===== src/rtl/addsub_accumulator_if.sv =====
// Handshake and result bundle for addsub_accumulator.
// The slave modport is the accumulator's view; master is the producer/consumer side.
interface addsub_accumulator_if #(
  parameter int WIDTH = 8
);
  logic             in_valid_i;
  logic             in_ready_o;
  logic [1:0]       op_i;
  logic [WIDTH-1:0] data_i;
  logic             out_valid_o;
  logic             out_ready_i;
  logic [WIDTH-1:0] acc_o;
  logic             cout_o;
  logic             ovf_o;
  logic             ovf_sticky_o;
  logic [7:0]       count_o;

  modport slave (
    input  in_valid_i, op_i, data_i, out_ready_i,
    output in_ready_o, out_valid_o, acc_o, cout_o, ovf_o, ovf_sticky_o, count_o
  );

  modport master (
    output in_valid_i, op_i, data_i, out_ready_i,
    input  in_ready_o, out_valid_o, acc_o, cout_o, ovf_o, ovf_sticky_o, count_o
  );
endinterface


===== src/rtl/addsub_accumulator.sv =====
// Registered ADD/SUB/LOAD/CLEAR accumulator behind an add_subtract datapath.
// Optional feature: define ADDSUB_ACC_SAT_EN to clamp overflowing ADD/SUB results.
module add_subtract #(
  parameter int WIDTH = 8
) (
  input  logic [WIDTH-1:0] a_i,
  input  logic [WIDTH-1:0] b_i,
  input  logic             add_sub,
  output logic [WIDTH-1:0] sum_o,
  output logic             cout_o,
  output logic             ovf_o
);
  logic [WIDTH-1:0] w_b_eff;
  logic [WIDTH:0]   w_full;

  assign w_b_eff = b_i ^ {WIDTH{add_sub}};
  assign w_full  = {1'b0, a_i} + {1'b0, w_b_eff} + {{WIDTH{1'b0}}, add_sub};
  assign sum_o   = w_full[WIDTH-1:0];
  assign cout_o  = w_full[WIDTH];
  assign ovf_o   = (a_i[WIDTH-1] == w_b_eff[WIDTH-1]) & (w_full[WIDTH-1] != a_i[WIDTH-1]);
endmodule

// state | meaning
// IDLE  | ready for a command; in_ready_o=1
// EXEC  | compute from captured op/data and current acc; register results
// HOLD  | result presented; out_valid_o=1 until out_ready_i
module addsub_accumulator #(
  parameter int WIDTH = 8
) (
  input  logic                 clk_i,
  input  logic                 rst_ni,
  addsub_accumulator_if.slave  bus
);
  typedef enum logic [1:0] {
    S_IDLE = 2'd0,
    S_EXEC = 2'd1,
    S_HOLD = 2'd2
  } state_t;

  localparam logic [1:0] OP_ADD   = 2'b00;
  localparam logic [1:0] OP_SUB   = 2'b01;
  localparam logic [1:0] OP_LOAD  = 2'b10;
  localparam logic [1:0] OP_CLEAR = 2'b11;

  state_t           r_state;
  state_t           w_next_state;
  logic [1:0]       r_op;
  logic [WIDTH-1:0] r_data;
  logic [WIDTH-1:0] r_acc;
  logic             r_cout;
  logic             r_ovf;
  logic             r_sticky;
  logic [7:0]       r_count;

  logic [WIDTH-1:0] w_sum;
  logic             w_cout;
  logic             w_ovf;
  logic [WIDTH-1:0] w_arith;
  logic [WIDTH-1:0] w_res_acc;
  logic             w_res_cout;
  logic             w_res_ovf;
  logic             w_res_sticky;
  logic [7:0]       w_res_count;

  add_subtract #(.WIDTH(WIDTH)) u_add_subtract (
    .a_i     (r_acc),
    .b_i     (r_data),
    .add_sub (r_op[0]),
    .sum_o   (w_sum),
    .cout_o  (w_cout),
    .ovf_o   (w_ovf)
  );

`ifdef ADDSUB_ACC_SAT_EN
  // Overflow direction follows the sign of acc: positive saturates to max, negative to min.
  assign w_arith = !w_ovf ? w_sum :
                   (r_acc[WIDTH-1] ? {1'b1, {(WIDTH-1){1'b0}}} : {1'b0, {(WIDTH-1){1'b1}}});
`else
  assign w_arith = w_sum;
`endif

  always_comb begin
    w_res_acc    = r_acc;
    w_res_cout   = r_cout;
    w_res_ovf    = r_ovf;
    w_res_sticky = r_sticky;
    w_res_count  = r_count + 8'd1;
    case (r_op)
      OP_ADD, OP_SUB: begin
        w_res_acc    = w_arith;
        w_res_cout   = w_cout;
        w_res_ovf    = w_ovf;
        w_res_sticky = r_sticky | w_ovf;
      end
      OP_LOAD: begin
        w_res_acc  = r_data;
        w_res_cout = 1'b0;
        w_res_ovf  = 1'b0;
      end
      OP_CLEAR: begin
        w_res_acc    = '0;
        w_res_cout   = 1'b0;
        w_res_ovf    = 1'b0;
        w_res_sticky = 1'b0;
        w_res_count  = 8'd1;
      end
      default: ;
    endcase
  end

  always_comb begin
    w_next_state = r_state;
    case (r_state)
      S_IDLE:  if (bus.in_valid_i) w_next_state = S_EXEC;
      S_EXEC:  w_next_state = S_HOLD;
      S_HOLD:  if (bus.out_ready_i) w_next_state = S_IDLE;
      default: w_next_state = S_IDLE;
    endcase
  end

  always_ff @(posedge clk_i or negedge rst_ni) begin
    if (!rst_ni) begin
      r_state  <= S_IDLE;
      r_op     <= 2'b00;
      r_data   <= '0;
      r_acc    <= '0;
      r_cout   <= 1'b0;
      r_ovf    <= 1'b0;
      r_sticky <= 1'b0;
      r_count  <= 8'd0;
    end else begin
      r_state <= w_next_state;
      if (r_state == S_IDLE && bus.in_valid_i) begin
        r_op   <= bus.op_i;
        r_data <= bus.data_i;
      end
      if (r_state == S_EXEC) begin
        r_acc    <= w_res_acc;
        r_cout   <= w_res_cout;
        r_ovf    <= w_res_ovf;
        r_sticky <= w_res_sticky;
        r_count  <= w_res_count;
      end
    end
  end

  assign bus.in_ready_o   = (r_state == S_IDLE);
  assign bus.out_valid_o  = (r_state == S_HOLD);
  assign bus.acc_o        = r_acc;
  assign bus.cout_o       = r_cout;
  assign bus.ovf_o        = r_ovf;
  assign bus.ovf_sticky_o = r_sticky;
  assign bus.count_o      = r_count;
endmodule

===== src/flat_wrapper.sv =====
// flat-port wrapper written by rule: the top's interface ports become plain ports
module addsub_accumulator_flat 
#(
  parameter int WIDTH = 8
)
  (clk_i, rst_ni, bus_in_valid_i, bus_op_i, bus_data_i, bus_out_ready_i, bus_in_ready_o, bus_out_valid_o, bus_acc_o, bus_cout_o, bus_ovf_o, bus_ovf_sticky_o, bus_count_o);
  addsub_accumulator_if #(.WIDTH(WIDTH)) bus_i ();
  input  logic clk_i;
  input  logic rst_ni;
  input wire logic [$bits(bus_i.in_valid_i)-1:0] bus_in_valid_i;
  input wire logic [$bits(bus_i.op_i)-1:0] bus_op_i;
  input wire logic [$bits(bus_i.data_i)-1:0] bus_data_i;
  input wire logic [$bits(bus_i.out_ready_i)-1:0] bus_out_ready_i;
  output wire logic [$bits(bus_i.in_ready_o)-1:0] bus_in_ready_o;
  output wire logic [$bits(bus_i.out_valid_o)-1:0] bus_out_valid_o;
  output wire logic [$bits(bus_i.acc_o)-1:0] bus_acc_o;
  output wire logic [$bits(bus_i.cout_o)-1:0] bus_cout_o;
  output wire logic [$bits(bus_i.ovf_o)-1:0] bus_ovf_o;
  output wire logic [$bits(bus_i.ovf_sticky_o)-1:0] bus_ovf_sticky_o;
  output wire logic [$bits(bus_i.count_o)-1:0] bus_count_o;
  assign bus_i.in_valid_i = bus_in_valid_i;
  assign bus_i.op_i = bus_op_i;
  assign bus_i.data_i = bus_data_i;
  assign bus_i.out_ready_i = bus_out_ready_i;
  assign bus_in_ready_o = bus_i.in_ready_o;
  assign bus_out_valid_o = bus_i.out_valid_o;
  assign bus_acc_o = bus_i.acc_o;
  assign bus_cout_o = bus_i.cout_o;
  assign bus_ovf_o = bus_i.ovf_o;
  assign bus_ovf_sticky_o = bus_i.ovf_sticky_o;
  assign bus_count_o = bus_i.count_o;
  addsub_accumulator #(.WIDTH(WIDTH)) u_core (.clk_i(clk_i), .rst_ni(rst_ni), .bus(bus_i));
endmodule

===== config.mk =====
export PLATFORM = sky130hd
export DESIGN_NAME = addsub_accumulator_flat
export DESIGN_NICKNAME = d
export VERILOG_FILES = /design/src/rtl/addsub_accumulator_if.sv /design/src/rtl/addsub_accumulator.sv /design/src/flat_wrapper.sv
export SDC_FILE = /design/constraint.sdc
export NUM_CORES = 1
export LEC_CHECK = 0
export BUFFER_PORTS_ARGS = -buffer_cell sky130_fd_sc_hd__buf_2
export CORE_ASPECT_RATIO = 1.2
export CORE_MARGIN = 2
export CORE_UTILIZATION = 40
export CTS_BUF_LIST = sky130_fd_sc_hd__clkbuf_4 sky130_fd_sc_hd__clkbuf_8
export DETAILED_ROUTE_END_ITERATION = 16
export PLACE_DENSITY = 0.67
export SLEW_MARGIN = 20
export SYNTH_ARGS = -nofsm -noshare
export SYNTH_HDL_FRONTEND = slang
export SYNTH_SLANG_ARGS = --single-unit
export TNS_END_PERCENT = 5

===== constraint.sdc =====
create_clock -name clk_i -period 4 [get_ports clk_i]
set_clock_uncertainty 0.05 [all_clocks]
set_input_delay 0.6 -clock clk_i [delete_from_list [all_inputs] [get_ports clk_i]]
set_output_delay 0.6 -clock clk_i [all_outputs]
set_load 0.01 [all_outputs]

Word level (Yosys, flattened, before mapping)
Cells that the tools add are included.
{"block": "totals", "ramBits": 0, "wordCells": 39, "output_inout_bits": 21, "rom_bits": 0, "reg_bits": 31, "latchBits": 0, "n_memories": 0}
{"block": "classes", "n_mux": 8, "n_lt_le_gt_ge": 0, "n_reduce_logical": 8, "n_bitwise": 3, "shift": 0, "eq_ne": 9, "multipliers": 0, "n_div": 0, "add_sub_neg": 3}
{"operator": "8-bit case mux with 3 select lines", "n": 1}
{"operator": "8-bit by 8-bit adder with 9-bit output", "n": 1}
{"operator": "9-bit by 1-bit adder with 9-bit output", "n": 1}
{"operator": "8-bit by 1-bit adder with 8-bit output, second input constant", "n": 1}
{"operator": "8-bit two-way mux", "n": 1}
{"operator": "8-bit XOR", "n": 1}
{"operator": "2-bit equality test, second input constant", "n": 3}
{"operator": "1-bit case mux with 2 select lines", "n": 3}
{"operator": "2-bit case mux with 3 select lines", "n": 1}
{"operator": "2-bit by 1-bit equality test with 1-bit output, second input constant", "n": 2}
{"operator": "2-bit zero test", "n": 2}
{"operator": "2-bit two-way mux", "n": 2}
{"operator": "2-bit inequality test, second input constant", "n": 2}
{"operator": "2-bit AND reduction", "n": 2}
{"operator": "2-bit OR reduction", "n": 2}
{"operator": "2-bit nonzero test", "n": 1}
{"operator": "1-bit AND", "n": 1}
{"operator": "1-bit equality test", "n": 1}
{"operator": "1-bit logical AND", "n": 1}
{"operator": "1-bit inequality test", "n": 1}
{"operator": "1-bit OR", "n": 1}

Logic depth before layout (Yosys ltp)
{"block": "logic_depth", "ltp_word": 7, "depth_mapped": 8}

Hierarchy
Synthesis repeated with hierarchy kept, for this count alone.
{"block": "unflattened", "cells_unflattened": 182, "hier_area_um2": 1810.5}
{"module": "addsub_accumulator", "area_per_inst_um2": 1340.0, "n_inst": 1, "cells_per_inst": 122}
{"module": "add_subtract", "area_per_inst_um2": 470.5, "n_inst": 1, "cells_per_inst": 60}

Least setup slack after synthesis
OpenSTA, ideal clock, no wires.
{"block": "synth_path", "path_kind": "reg2reg", "startpoint": "register u_core.r_op[0]", "endpoint": "register u_core.r_cout (netlist: u_core.bus.cout_o)", "path_slack_ps": 1940, "stages_incl_launch_ff": 9, "arrival_time_ps": 1886, "required_ps": 3826, "path_cell_list": "dfrtp_1 -> buf_2 -> xor2_1 -> fa_1 -> a211o_1 -> a21oi_2 -> o21ai_1 -> a21oi_1 -> o21ai_1"}
{"block": "synth_via", "elab_chain_len": 4}
{"element": "from (decl)", "line": "addsub_accumulator.sv:47", "text": "logic [1:0] r_op;"}
{"element": "from (signal assigned)", "line": "addsub_accumulator.sv:134", "text": "r_op <= bus.op_i;"}
{"element": "8-bit XOR", "line": "addsub_accumulator.sv:16", "text": "assign w_b_eff = b_i ^ {WIDTH{add_sub}};"}
{"element": "8-bit by 8-bit adder with 9-bit output", "line": "addsub_accumulator.sv:17", "text": "assign w_full = {1'b0, a_i} + {1'b0, w_b_eff} + {{WIDTH{1'b0}}, add_sub};"}
{"element": "9-bit by 1-bit adder with 9-bit output", "line": "addsub_accumulator.sv:17"}
{"element": "1-bit case mux with 2 select lines (*)", "line": "addsub_accumulator.sv:88", "text": "case (r_op)"}
{"element": "to (signal assigned)", "line": "addsub_accumulator.sv:139", "text": "r_cout <= w_res_cout;"}
{"element": "to (decl)", "line": "addsub_accumulator.sv:50", "text": "logic r_cout;"}
Every way passes the cells marked *; elsewhere a longest branch is shown, timed or not.
A chain may end at the register's enable or synchronous reset.

Worst setup path in the final report
Ends and elaborated chain as after synthesis.

==> impl_metrics.csv <==
group,metric,value,unit
run,maxCapViolations,0,
synthesis,syn_area,0.00175,mm2
critical_path,critical-path-top-delay-family,"compound AO/OA/AOI/OAI gates",
die,initial_utilization,41.4,%
critical_path,ff2ff_path_depth,8,
routing,num_vias,1418,
routing,wire_per_inst,13.3,um
clock_network,ctsHtreeMaxLevel,2,
sta,whs,0.297,ns
placed_design,dp_hpwl,2610,um
final_layout,antenna_cells,0,
routing,drtAntennaViolNets,0,
clock_network,cts_tree,"done",
sta,setup_violations,0,
clock_network,cts.clk_slew.worst_paths,0.06,ns
global_route,met1_usage,18.4,%
final_layout,fin_cells,269,
power_and_ir_drop,switchingPower,0.945,mW
power_and_ir_drop,netSwitchingFraction,44.8,%
clock_network,cts_buffers,5,
global_route,grt_antenna_before_repair,0,
synthesis,seq_area_frac_synth,44.3,%
status,status,"complete, no violations",
placed_design,place_inst,261,
sta,fmax,420,MHz
synthesis,async_flop_share,100,%
critical_path,path_cells,"mux2i_1 > inv_1 > fa_1 > a211o_1 > a21oi_2 > o21ai_1 > a21oi_1 > o21ai_1",
clock_network,worstSkewPairLatency,0.28,ns
synthesis,syn-num-nets,201,
clock_network,cts_hold_buffers,0,
sta,worstMarginPinSlew,0.881,ns
critical_path,end_kind,"flop",
synthesis,syn_avg_cell_area,9.85,um2
sta,slew_headroom,41.1,%
clock_network,postCtsSetupRepairBufs,0,
power_and_ir_drop,peakVddDrop,393,uV
routing,first_pass_iters,4,
final_layout,nets,235,
sta,rsz0062_at_grt,"no",
critical_path,start_kind,"flop",
sta,period_share,59.5,%
critical_path,cp.buffers_inverters,1,
synthesis,syn_inst,178,
critical_path,startpoint,"u_core.r_op[0]",
placed_design,place.gp.congestion,0.811,
sta,finalCriticalPeriod,2.38,ns
clock_network,cts_root_buf,"clkbuf_8",
critical_path,worst-path-stages,8,
worst_hold_path,hold_path.class,"primary input to async pin",
synthesis,yosys.area.top_type_share,44.3,%
clock_network,clkSinkCount,31,
synthesis,synth_ff_type,"dfrtp_1",
sta,final_hold_viol_count,0,
synthesis,netlist-cell-type-count,38,
power_and_ir_drop,cell_internal_pwr,1.16,mW
critical_path,slowest_stage,"dfrtp_1",
routing,dr.first_iter.drc_count,43,
global_route,met3_usage,3.55,%
critical_path,slowest_delay,0.55,ns
power_and_ir_drop,pwr_density_cell,1030,mW/mm2
routing,post-route-drc-count,0,
routing,routed_via_density,5.27,
global_route,grt_max_degree,32,
synthesis,ys_top_cells_by_area,"dfrtp_1, mux2_1, ha_1, o21ai_1, nand2_1",
die,die_area,0.00493,mm2
global_route,grt_use_total,15.5,%
global_route,grt_first_pass_wirelength,5970,um
die,core,0.00423,mm2
synthesis,yosys_warnings,0,
critical_path,arrival,2.50,ns
sta,drv_slew,0,
power_and_ir_drop,pwr-share-comb,57.7,%
critical_path,cp_max_fo,11,
clock_network,cts.repair.resized,0,
die,die_y,76.5,um
clock_network,max-clock-path-buffers,2,
die,die_w,64.4,um
critical_path,path_common_cell,"o21ai_1",
final_layout,num-fill-cells,410,
critical_path,r2r-start,"u_core.r_op[0]",
synthesis,synth_most_common_cell,"dfrtp_1",
global_route,grt_pass1_vias,1335,
synthesis,yosys.area.top_type,"dfrtp_1",
synthesis,ys_seq_elements,31,
routing,wl,3570,um
critical_path,critical_path_class,"flop to flop",
global_route,grt_use_met2,26.0,%
global_route,grt_overflow,0,
die,rows,26,
synthesis,synth_commonest_cells,"dfrtp_1, nand2_1, o21ai_1",
final_layout,area_delta_synth_final,17.1,%
power_and_ir_drop,clkPwrFrac,13.2,%
critical_path,critPathRequiredTime,4.12,ns
final_layout,drive_gt1_share,22.1,%
placed_design,numPortBuffers,34,
power_and_ir_drop,power_leakage,0.986,nW
die,boundaryPins,35,
synthesis,synth_edf_count,0,
power_and_ir_drop,seqPwrFrac,29.1,%
sta,fin_setup_tns,0,ns
global_route,busiest_layer,"met2",
==> power by group through the flow <==
stage | combinational [mW] | clock, mW | sequential (mW)
2_1_floorplan | 0.990 | 0 | 0.581
3_3_place_gp | 1.22 | 0 | 0.614
3_5_place_dp | 1.23 | 0 | 0.618
4_1_cts | 1.23 | 0.287 | 0.613
5_1_grt | 1.37 | 0.299 | 0.635
6_report | 1.22 | 0.278 | 0.613
==> registers in the layout, indices dropped and copies added, names as in the netlist <==
| register | count |
|---|---|
| u_core.r_state | 2 |
| u_core.bus.acc_o | 8 |
| u_core.bus.ovf_o | 1 |
| u_core.bus.count_o | 8 |
| u_core.r_op | 2 |
| u_core.r_data | 8 |
| u_core.bus.ovf_sticky_o | 1 |
| u_core.bus.cout_o | 1 |
==> final cells by class <==
class	instances	area [um2]	area share [%]
Sequential cell	31	776	37.8
Timing Repair Buffer	34	170	8.29
Multi-Input combinational cell	137	922	44.9
Clock buffer	8	104	5.06
Tap cell	56	70.1	3.41
Inverter	3	11.3	0.548
==> routing by layer <==
metal	wire [um]	up-vias
li1	-	697
met1	1600	681
met2	1750	34
met3	140	6
met4	77	0
met5	0	-
==> final timing paths <==
path,slack [ns],end
max reg2reg,1.62,u_core.bus.cout_o
max in group asynchronous,3.16,u_core.r_op[0]
max,1.62,u_core.bus.cout_o
min in group clk_i,0.42,u_core.bus.ovf_o
min reg2reg,0.42,u_core.bus.ovf_o
min,0.30,u_core.bus.count_o[2]
==> layout by cell type (no fill, tap or decap), types with 2 or more instances in the layout <==
cell type  instances
dfrtp_1           31
o21ai_1           20
mux2i_1            4
clkbuf_8           7
nor2_1            10
a31oi_1            6
and2_1             2
xor2_1             9
ha_1               8
mux2_1             9
o21ai_0            2
xnor2_1            2
a22oi_1            2
nand3_1            3
inv_1              2
buf_2             34
nor3b_1            3
nand2b_1           5
o21a_1             2
nand2_1           22
and3_1             4
nor4b_1            2
nor2b_1            2
a21oi_1            8
==> cell families after synthesis <==
kind of cell | Yosys count | synth area share, %
muxes | 13 | 8.07
AOI/OAI and AO/OA | 48 | 16.6
buffers and inverters | 10 | 3.14
DFF | 31 | 44.3
and+or+nand+nor | 56 | 15.6
xor gates and xnor gates | 11 | 5.50
adders and majority gates | 9 | 6.85
==> per-stage QoR <==
step | power (mW) | cell area [um2] | utilization, % | setup WS, ns
4_1_cts | 2.13 | 2050 | 48.6 | 1.62
3_5_place_dp | 1.84 | 1950 | 46.1 | 1.64
2_1_floorplan | 1.57 | 1750 | - | 1.94
3_3_place_gp | 1.83 | 1950 | 46.1 | 1.68
6_report | 2.11 | 2050 | 48.6 | 1.62
5_1_grt | 2.30 | 2050 | 48.6 | 1.41
==> worst register-to-register path, stage by stage, from the launching register on <==
cell	delay, ns
dfrtp_1	0.55
mux2i_1	0.34
inv_1	0.10
fa_1	0.43
a211o_1	0.31
a21oi_2	0.18
o21ai_1	0.09
a21oi_1	0.15
o21ai_1	0.07
No activity file was read; power rests on OpenSTA's default activity.
